`src/rtl/fetch_unit_if.sv`:
```
`default_nettype none
// ============================================================================
//  Module   : fetch_unit_if
//  Purpose  : Bundles the two handshakes of the instruction fetch stage: the
//             req/ack channel toward instruction memory and the valid/ready
//             channel toward decode, plus decode's branch decision and the
//             sticky misalignment fault.
//  Modports :
//    master - the fetch stage (drives imem_req/imem_addr, ins/ins_valid/pc,
//             fault; receives imem_ack/imem_rdata, ins_ready/pc_src/imm_ext)
//    slave  - the environment: instruction memory plus decode
//  Signals  :
//    imem_req   fetch request, held until imem_ack
//    imem_addr  fetch address, stable while imem_req=1
//    imem_ack   imem_rdata valid this cycle, completes the request
//    imem_rdata instruction word returned by memory
//    ins        instruction presented to decode
//    ins_valid  ins/pc valid
//    ins_ready  decode consumes ins this cycle
//    pc         address of ins
//    pc_src     1 = branch taken for the consumed instruction
//    imm_ext    extended immediate for the consumed instruction
//    fault      misaligned next-PC detected, sticky until reset
//  Revision : 1.0 - initial release
// ============================================================================
interface fetch_unit_if #(
    parameter int WIDTH = 32
);
    logic             imem_req;
    logic [WIDTH-1:0] imem_addr;
    logic             imem_ack;
    logic [WIDTH-1:0] imem_rdata;
    logic [WIDTH-1:0] ins;
    logic             ins_valid;
    logic             ins_ready;
    logic [WIDTH-1:0] pc;
    logic             pc_src;
    logic [WIDTH-1:0] imm_ext;
    logic             fault;

    modport master (
        output imem_req,
        output imem_addr,
        input  imem_ack,
        input  imem_rdata,
        output ins,
        output ins_valid,
        input  ins_ready,
        output pc,
        input  pc_src,
        input  imm_ext,
        output fault
    );

    modport slave (
        input  imem_req,
        input  imem_addr,
        output imem_ack,
        output imem_rdata,
        input  ins,
        input  ins_valid,
        output ins_ready,
        input  pc,
        output pc_src,
        output imm_ext,
        input  fault
    );
endinterface
`default_nettype wire

```
`src/rtl/fetch_unit.sv`:
```
`default_nettype none
// ============================================================================
//  Module   : fetch_unit
//  Purpose  : Instruction fetch stage. Owns the PC, fetches one word at a time
//             from instruction memory over req/ack, presents it to decode over
//             valid/ready and, when decode consumes it, selects the next PC
//             from the branch decision (pc + imm_ext or pc + 4). A misaligned
//             next PC parks the stage in a terminal FAULT state.
//  Ports    :
//    clk    - clock, all state on the rising edge
//    rst_n  - asynchronous active-low reset
//    bus    - fetch_unit_if.master (imem req/ack, decode valid/ready, fault)
//  Params   :
//    WIDTH    - data/address width
//    RESET_PC - first fetch address after reset
//  Revision : 1.0 - initial release
// ============================================================================
module fetch_unit #(
    parameter int               WIDTH    = 32,
    parameter logic [WIDTH-1:0] RESET_PC = '0
) (
    input  wire logic         clk,
    input  wire logic         rst_n,
    fetch_unit_if.master      bus
);

    // ------------------------------------------------------------------
    // Constants
    // ------------------------------------------------------------------
    localparam logic [1:0] c_S_IDLE  = 2'd0;
    localparam logic [1:0] c_S_FETCH = 2'd1;
    localparam logic [1:0] c_S_HOLD  = 2'd2;
    localparam logic [1:0] c_S_FAULT = 2'd3;

    // addi x0,x0,0 : what decode sees before the first real fetch
    localparam logic [WIDTH-1:0] c_NOP     = WIDTH'(32'h0000_0013);
    localparam logic [WIDTH-1:0] c_PC_STEP = WIDTH'(4);

    // ------------------------------------------------------------------
    // State and output registers
    // ------------------------------------------------------------------
    logic [1:0]       r_state;
    logic             r_imem_req;
    logic [WIDTH-1:0] r_imem_addr;
    logic [WIDTH-1:0] r_ins;
    logic             r_ins_valid;
    logic [WIDTH-1:0] r_pc;
    logic             r_fault;

    // ------------------------------------------------------------------
    // Next-value wires
    // ------------------------------------------------------------------
    logic [1:0]       w_state_next;
    logic             w_imem_req_next;
    logic [WIDTH-1:0] w_imem_addr_next;
    logic [WIDTH-1:0] w_ins_next;
    logic             w_ins_valid_next;
    logic [WIDTH-1:0] w_pc_next;
    logic             w_fault_next;

    logic             w_ack_taken;
    logic             w_consume;
    logic [WIDTH-1:0] w_seq_pc;
    logic [WIDTH-1:0] w_branch_pc;
    logic [WIDTH-1:0] w_next_pc;
    logic             w_misaligned;

    // ------------------------------------------------------------------
    // Handshake qualification and next-PC arithmetic.
    // ack/ready only mean something in their own state; elsewhere they are
    // ignored, which keeps stray strobes from corrupting the PC.
    // Adds wrap modulo 2^WIDTH; imm_ext is two's complement, so a plain add
    // handles backward branches.
    // ------------------------------------------------------------------
    assign w_ack_taken  = (r_state == c_S_FETCH) && bus.imem_ack;
    assign w_consume    = (r_state == c_S_HOLD)  && bus.ins_ready;
    assign w_seq_pc     = r_pc + c_PC_STEP;
    assign w_branch_pc  = r_pc + bus.imm_ext;
    assign w_next_pc    = bus.pc_src ? w_branch_pc : w_seq_pc;
    assign w_misaligned = |w_next_pc[1:0];

    // ------------------------------------------------------------------
    // FSM: state register
    // ------------------------------------------------------------------
    always_ff @(posedge clk or negedge rst_n) begin
        if (!rst_n) begin
            r_state <= c_S_IDLE;
        end else begin
            r_state <= w_state_next;
        end
    end

    // ------------------------------------------------------------------
    // FSM: next-state logic
    // ------------------------------------------------------------------
    always_comb begin
        w_state_next = r_state;
        case (r_state)
            c_S_IDLE: begin
                w_state_next = c_S_FETCH;
            end
            c_S_FETCH: begin
                if (w_ack_taken) begin
                    w_state_next = c_S_HOLD;
                end
            end
            c_S_HOLD: begin
                if (w_consume) begin
                    w_state_next = w_misaligned ? c_S_FAULT : c_S_FETCH;
                end
            end
            c_S_FAULT: begin
                // Terminal: only reset leaves this state.
                w_state_next = c_S_FAULT;
            end
            default: begin
                w_state_next = c_S_IDLE;
            end
        endcase
    end

    // ------------------------------------------------------------------
    // FSM: output logic. Produces the next values of the registered outputs
    // so every port is driven straight from a flop.
    // ------------------------------------------------------------------
    always_comb begin
        w_imem_req_next  = r_imem_req;
        w_imem_addr_next = r_imem_addr;
        w_ins_next       = r_ins;
        w_ins_valid_next = r_ins_valid;
        w_pc_next        = r_pc;
        w_fault_next     = r_fault;
        case (r_state)
            c_S_IDLE: begin
                // Launch the first fetch one edge after reset release.
                w_imem_req_next  = 1'b1;
                w_imem_addr_next = RESET_PC;
            end
            c_S_FETCH: begin
                // Request and address hold steady until memory answers.
                if (w_ack_taken) begin
                    w_ins_next       = bus.imem_rdata;
                    w_pc_next        = r_imem_addr;
                    w_ins_valid_next = 1'b1;
                    w_imem_req_next  = 1'b0;
                end
            end
            c_S_HOLD: begin
                if (w_consume) begin
                    w_ins_valid_next = 1'b0;
                    // The offending address is kept on imem_addr for debug
                    // even though no request is issued for it.
                    w_imem_addr_next = w_next_pc;
                    if (w_misaligned) begin
                        w_fault_next    = 1'b1;
                        w_imem_req_next = 1'b0;
                    end else begin
                        w_imem_req_next = 1'b1;
                    end
                end
            end
            c_S_FAULT: begin
                w_imem_req_next  = 1'b0;
                w_ins_valid_next = 1'b0;
            end
            default: begin
                w_imem_req_next  = 1'b0;
                w_ins_valid_next = 1'b0;
            end
        endcase
    end

    // ------------------------------------------------------------------
    // Output registers. Reset abandons any outstanding memory request.
    // ------------------------------------------------------------------
    always_ff @(posedge clk or negedge rst_n) begin
        if (!rst_n) begin
            r_imem_req  <= 1'b0;
            r_imem_addr <= RESET_PC;
            r_ins       <= c_NOP;
            r_ins_valid <= 1'b0;
            r_pc        <= RESET_PC;
            r_fault     <= 1'b0;
        end else begin
            r_imem_req  <= w_imem_req_next;
            r_imem_addr <= w_imem_addr_next;
            r_ins       <= w_ins_next;
            r_ins_valid <= w_ins_valid_next;
            r_pc        <= w_pc_next;
            r_fault     <= w_fault_next;
        end
    end

    // ------------------------------------------------------------------
    // Port drive
    // ------------------------------------------------------------------
    assign bus.imem_req  = r_imem_req;
    assign bus.imem_addr = r_imem_addr;
    assign bus.ins       = r_ins;
    assign bus.ins_valid = r_ins_valid;
    assign bus.pc        = r_pc;
    assign bus.fault     = r_fault;

endmodule
`default_nettype wire
```
`src/flat_wrapper.sv`:
```
// flat-port wrapper written by rule: the top's interface ports become plain ports
module fetch_unit_flat 
#(
    parameter int               WIDTH    = 32,
    parameter logic [WIDTH-1:0] RESET_PC = '0
)
  (clk, rst_n, bus_imem_req, bus_imem_addr, bus_imem_ack, bus_imem_rdata, bus_ins, bus_ins_valid, bus_ins_ready, bus_pc, bus_pc_src, bus_imm_ext, bus_fault);
  fetch_unit_if #(.WIDTH(WIDTH)) bus_i ();
  input  wire logic clk;
  input  wire logic rst_n;
  output wire logic [$bits(bus_i.imem_req)-1:0] bus_imem_req;
  output wire logic [$bits(bus_i.imem_addr)-1:0] bus_imem_addr;
  input wire logic [$bits(bus_i.imem_ack)-1:0] bus_imem_ack;
  input wire logic [$bits(bus_i.imem_rdata)-1:0] bus_imem_rdata;
  output wire logic [$bits(bus_i.ins)-1:0] bus_ins;
  output wire logic [$bits(bus_i.ins_valid)-1:0] bus_ins_valid;
  input wire logic [$bits(bus_i.ins_ready)-1:0] bus_ins_ready;
  output wire logic [$bits(bus_i.pc)-1:0] bus_pc;
  input wire logic [$bits(bus_i.pc_src)-1:0] bus_pc_src;
  input wire logic [$bits(bus_i.imm_ext)-1:0] bus_imm_ext;
  output wire logic [$bits(bus_i.fault)-1:0] bus_fault;
  assign bus_imem_req = bus_i.imem_req;
  assign bus_imem_addr = bus_i.imem_addr;
  assign bus_i.imem_ack = bus_imem_ack;
  assign bus_i.imem_rdata = bus_imem_rdata;
  assign bus_ins = bus_i.ins;
  assign bus_ins_valid = bus_i.ins_valid;
  assign bus_i.ins_ready = bus_ins_ready;
  assign bus_pc = bus_i.pc;
  assign bus_i.pc_src = bus_pc_src;
  assign bus_i.imm_ext = bus_imm_ext;
  assign bus_fault = bus_i.fault;
  fetch_unit #(.WIDTH(WIDTH), .RESET_PC(RESET_PC)) u_core (.clk(clk), .rst_n(rst_n), .bus(bus_i));
endmodule
```
`config.mk`:
```
export PLATFORM = sky130hd
export DESIGN_NAME = fetch_unit_flat
export DESIGN_NICKNAME = d
export VERILOG_FILES = /design/src/rtl/fetch_unit_if.sv /design/src/rtl/fetch_unit.sv /design/src/flat_wrapper.sv
export SDC_FILE = /design/constraint.sdc
export NUM_CORES = 1
export LEC_CHECK = 0
export ABC_AREA = 1
export CORE_ASPECT_RATIO = 1.1
export CORE_MARGIN = 2
export CORE_UTILIZATION = 35
export DETAILED_ROUTE_END_ITERATION = 10
export HOLD_SLACK_MARGIN = 0.1
export PLACE_DENSITY = 0.64
export SLEW_MARGIN = 10
export SYNTH_ARGS = -nofsm -noshare
export SYNTH_HDL_FRONTEND = slang
export SYNTH_SLANG_ARGS = --single-unit
```
`constraint.sdc`:
```
create_clock -name clk -period 3.45 [get_ports clk]
set_input_delay 1.035 -clock clk [delete_from_list [all_inputs] [get_ports clk]]
set_output_delay 1.035 -clock clk [all_outputs]
set_load 0.1 [all_outputs]
```
==> results.json <==
{
  "critPathBufInv": 2,
  "wl_per_cell_um": 16.3,
  "critical_path_depth": 14,
  "tritoncts": "built",
  "routed_via_density": 5.07,
  "cts_max_path_buffers": 2,
  "crit_path_end": "u_core.bus.imem_addr[16]",
  "clk_pin_slew_ns": 0.07,
  "drt_pass1_iterations": 5,
  "worst_pin_slew_ns": 0.772,
  "antenna_cells": 0,
  "die_x_um": 139,
  "r2r_slack_ns": 1.04,
  "start_util": 0.356,
  "r2r-start": "u_core.bus.pc[14]",
  "wl_um": 23000,
  "synth_top_cell_by_area": "dfrtp_1",
  "cts_root_buf": "clkbuf_16",
  "start_kind": "input pin",
  "antenna_found_initial": 0,
  "ys.flop_type": "dfrtp_1",
  "io_pins": 168,
  "synth-edff-count": 0,
  "cts-htree-levels": 3,
  "path_class": "input pin to flip-flop",
  "final-seq-area_mm2": 0.00253,
  "io_buffers": 167,
  "synth_area_mm2": 0.00702,
  "hold_viol_final": 0,
  "yosysMostFrequentCell": "nand2_1",
  "endpoint_kind": "flip-flop",
  "cap_violations": 0,
  "grt_usage": 0.215,
  "layout_min_cycle_time_ns": 3.08,
  "synth_area_per_cell_um2": 7.14,
  "fillers": 2071,
  "setup_tns_ns": 0,
  "timing.rr.end": "u_core.bus.imem_addr[23]",
  "yosys-top-cells-count": "296 x nand2_1, 137 x inv_1, 98 x dfrtp_1, 83 x nor2_1, 60 x a21oi_1",
  "critPathTopFamily": "simple AND/OR/NAND/NOR gates",
  "drcViolationCount": 0,
  "rsz0062_at_grt": "false",
  "worst-r2r-cell-count": 12,
  "min_path_type": "flip-flop to flip-flop",
  "ant_nets": 0,
  "drt_iter0_drc": 526,
  "cts_resized": 0,
  "grt_pass1_wl_um": 36300,
  "cpMostUsedCell": "nor2_1",
  "synthToLayoutAreaGrowth_pct": 30.0,
  "fin_worst_skew_ns": 0.00991,
  "synth_cells": 982,
  "grt_max_degree": 59,
  "dp_hpwl_um": 18100,
  "route.met2.wl_um": 10800,
  "cts_sinks": 101,
  "path_cells": "clkdlybuf4s50_1, ha_1, inv_1, fa_1, nor2_1, nor2_1, nor2_1, nor2_1, nor2_1, nor2_1, nand2_1, nand3_1, nand3_1, o21ai_1",
  "core_mm2": 0.0197,
  "vias": 7142,
  "syn-num-nets": 1084,
  "wl_met3_um": 1720,
  "critPathMaxFanout": 4,
  "async_reset_ff_frac": 1.00,
  "grt_pass1_vias": 7087,
  "drv_slew": 0,
  "relSlewSlack": 0.485,
  "grt_overflow": 0,
  "ys_types": 42,
  "hold_buffers": 0,
  "synth_top_area_frac": 0.350,
  "drive_gt1_frac": 0.174,
  "cp-startpoint": "bus_imm_ext[0]",
  "critPathArrivalTime_ns": 3.30,
  "design.die.area_mm2": 0.0212,
  "cts_setup_buffers": 0,
  "synth-seq-cells": 101,
  "wl_met1_um": 9790,
  "multiInputGateArea_mm2": 0.00386,
  "cp.required_ns": 3.67,
  "nets": 1255,
  "synth-seq-area-share": 0.361,
  "yosys_warnings": 0,
  "outcome": "finished clean",
  "gp_routability_congestion": 0.927,
  "ys_top_cells_by_area": "dfrtp_1 35%, nand2_1 16%, inv_1 7.3%, mux2_2 6.4%, ha_1 5.7%",
  "setup_viol": 0,
  "cts_made_buffers": 9,
  "fin_hold_ws_ns": 0.495,
  "cpPeakStageDelay_ns": 0.46,
  "insertion_delay_ns": 0.35,
  "highest_layer": "met4",
  "max_clock_freq_mhz": 325,
  "rows": 54,
  "crit_slowest_cell": "clkdlybuf4s50_1",
  "die_y_um": 152,
  "period_share": 0.892
}
[metal layers]
layer,vias up,track usage
met3,47,0.0434
met2,284,0.357
met5,-,0
met4,0,0.0770
li1,3493,-
met1,3318,0.278
[worst reg2reg max path, stage by stage (launching register included)]
cell	delay, ns
dfrtp_1	0.49
ha_1	0.41
nand2_1	0.15
inv_1	0.05
a21oi_1	0.19
a21boi_0	0.25
nand2_1	0.21
nand2_1	0.16
nand2_1	0.06
nand2_1	0.05
nand3_1	0.12
nand2_1	0.13
nand2_1	0.05
[per-stage QoR]
step                      instance area, µm²   util  worst slack (ns)  instances
after detailed placement                8790  0.445            0.0758       1394
after global routing                    9120  0.462             0.291       1410
after floorplan                         7020      -             0.894        982
after CTS                               9120  0.462             0.430       1410
final                                   9120  0.462             0.372       1410
after global placement                  8790  0.445            0.0802       1394
[state kept, by name, indices dropped and copies added (netlist names)]
name and cells:
u_core.r_state 2, u_core.bus.imem_req 1, u_core.bus.fault 1, u_core.bus.pc 32, u_core.bus.ins 32, u_core.bus.imem_addr 32, u_core.bus.ins_valid 1
[placed cells by master (no fill, tap or decap), drive strengths merged, types with 2 or more instances in the layout]
master	count
dfrtp	98
o21ai	63
nor2	89
a21oi	60
xnor2	8
buf	114
ha	32
nor3	20
nand2	301
clkbuf	10
mux2	40
o22ai	4
xor2	9
a21boi	2
nand3b	3
clkdlybuf4s50	67
o21bai	9
or2	4
inv	143
o21a	2
bufinv	2
dfstp	3
nand3	57
nand4	7
[cell type report]
| class | instances | area share |
|---|---|---|
| multi-input cells | 719 | 0.423 |
| clock buffers | 10 | 0.0262 |
| repair buffers | 181 | 0.170 |
| well taps | 252 | 0.0346 |
| flip-flops and latches | 101 | 0.278 |
| inverters | 141 | 0.0580 |
| clock inverters | 6 | 0.0103 |
[how the worst min path moves through the flow]
stage                                    from                   to  slack, ns  depth (start not counted)
after global routing         u_core.bus.fault     u_core.bus.fault       0.51                          1
after global placement       u_core.bus.fault     u_core.bus.fault       0.48                          1
after detailed placement     u_core.bus.fault     u_core.bus.fault       0.48                          1
after floorplan             u_core.r_state[0]    u_core.r_state[1]       0.55                          2
after CTS                    u_core.bus.fault     u_core.bus.fault       0.50                          1
final                     u_core.bus.imem_req  u_core.bus.imem_req       0.50                          1
[logic make-up after synthesis]
family | after synthesis | synth area share
AND/OR/NAND/NOR | 483 | 0.292
AO/OA/AOI/OAI | 146 | 0.112
adder cells (fa/ha/maj) | 33 | 0.0599
XOR/XNOR | 17 | 0.0212
multiplexers | 40 | 0.0642
buffers and inverters | 162 | 0.0897
flip-flops | 101 | 0.361
Power is left out: the tool's default activity adds up to more than one toggle a clock period on the data nets, which glitch-free logic cannot reach.
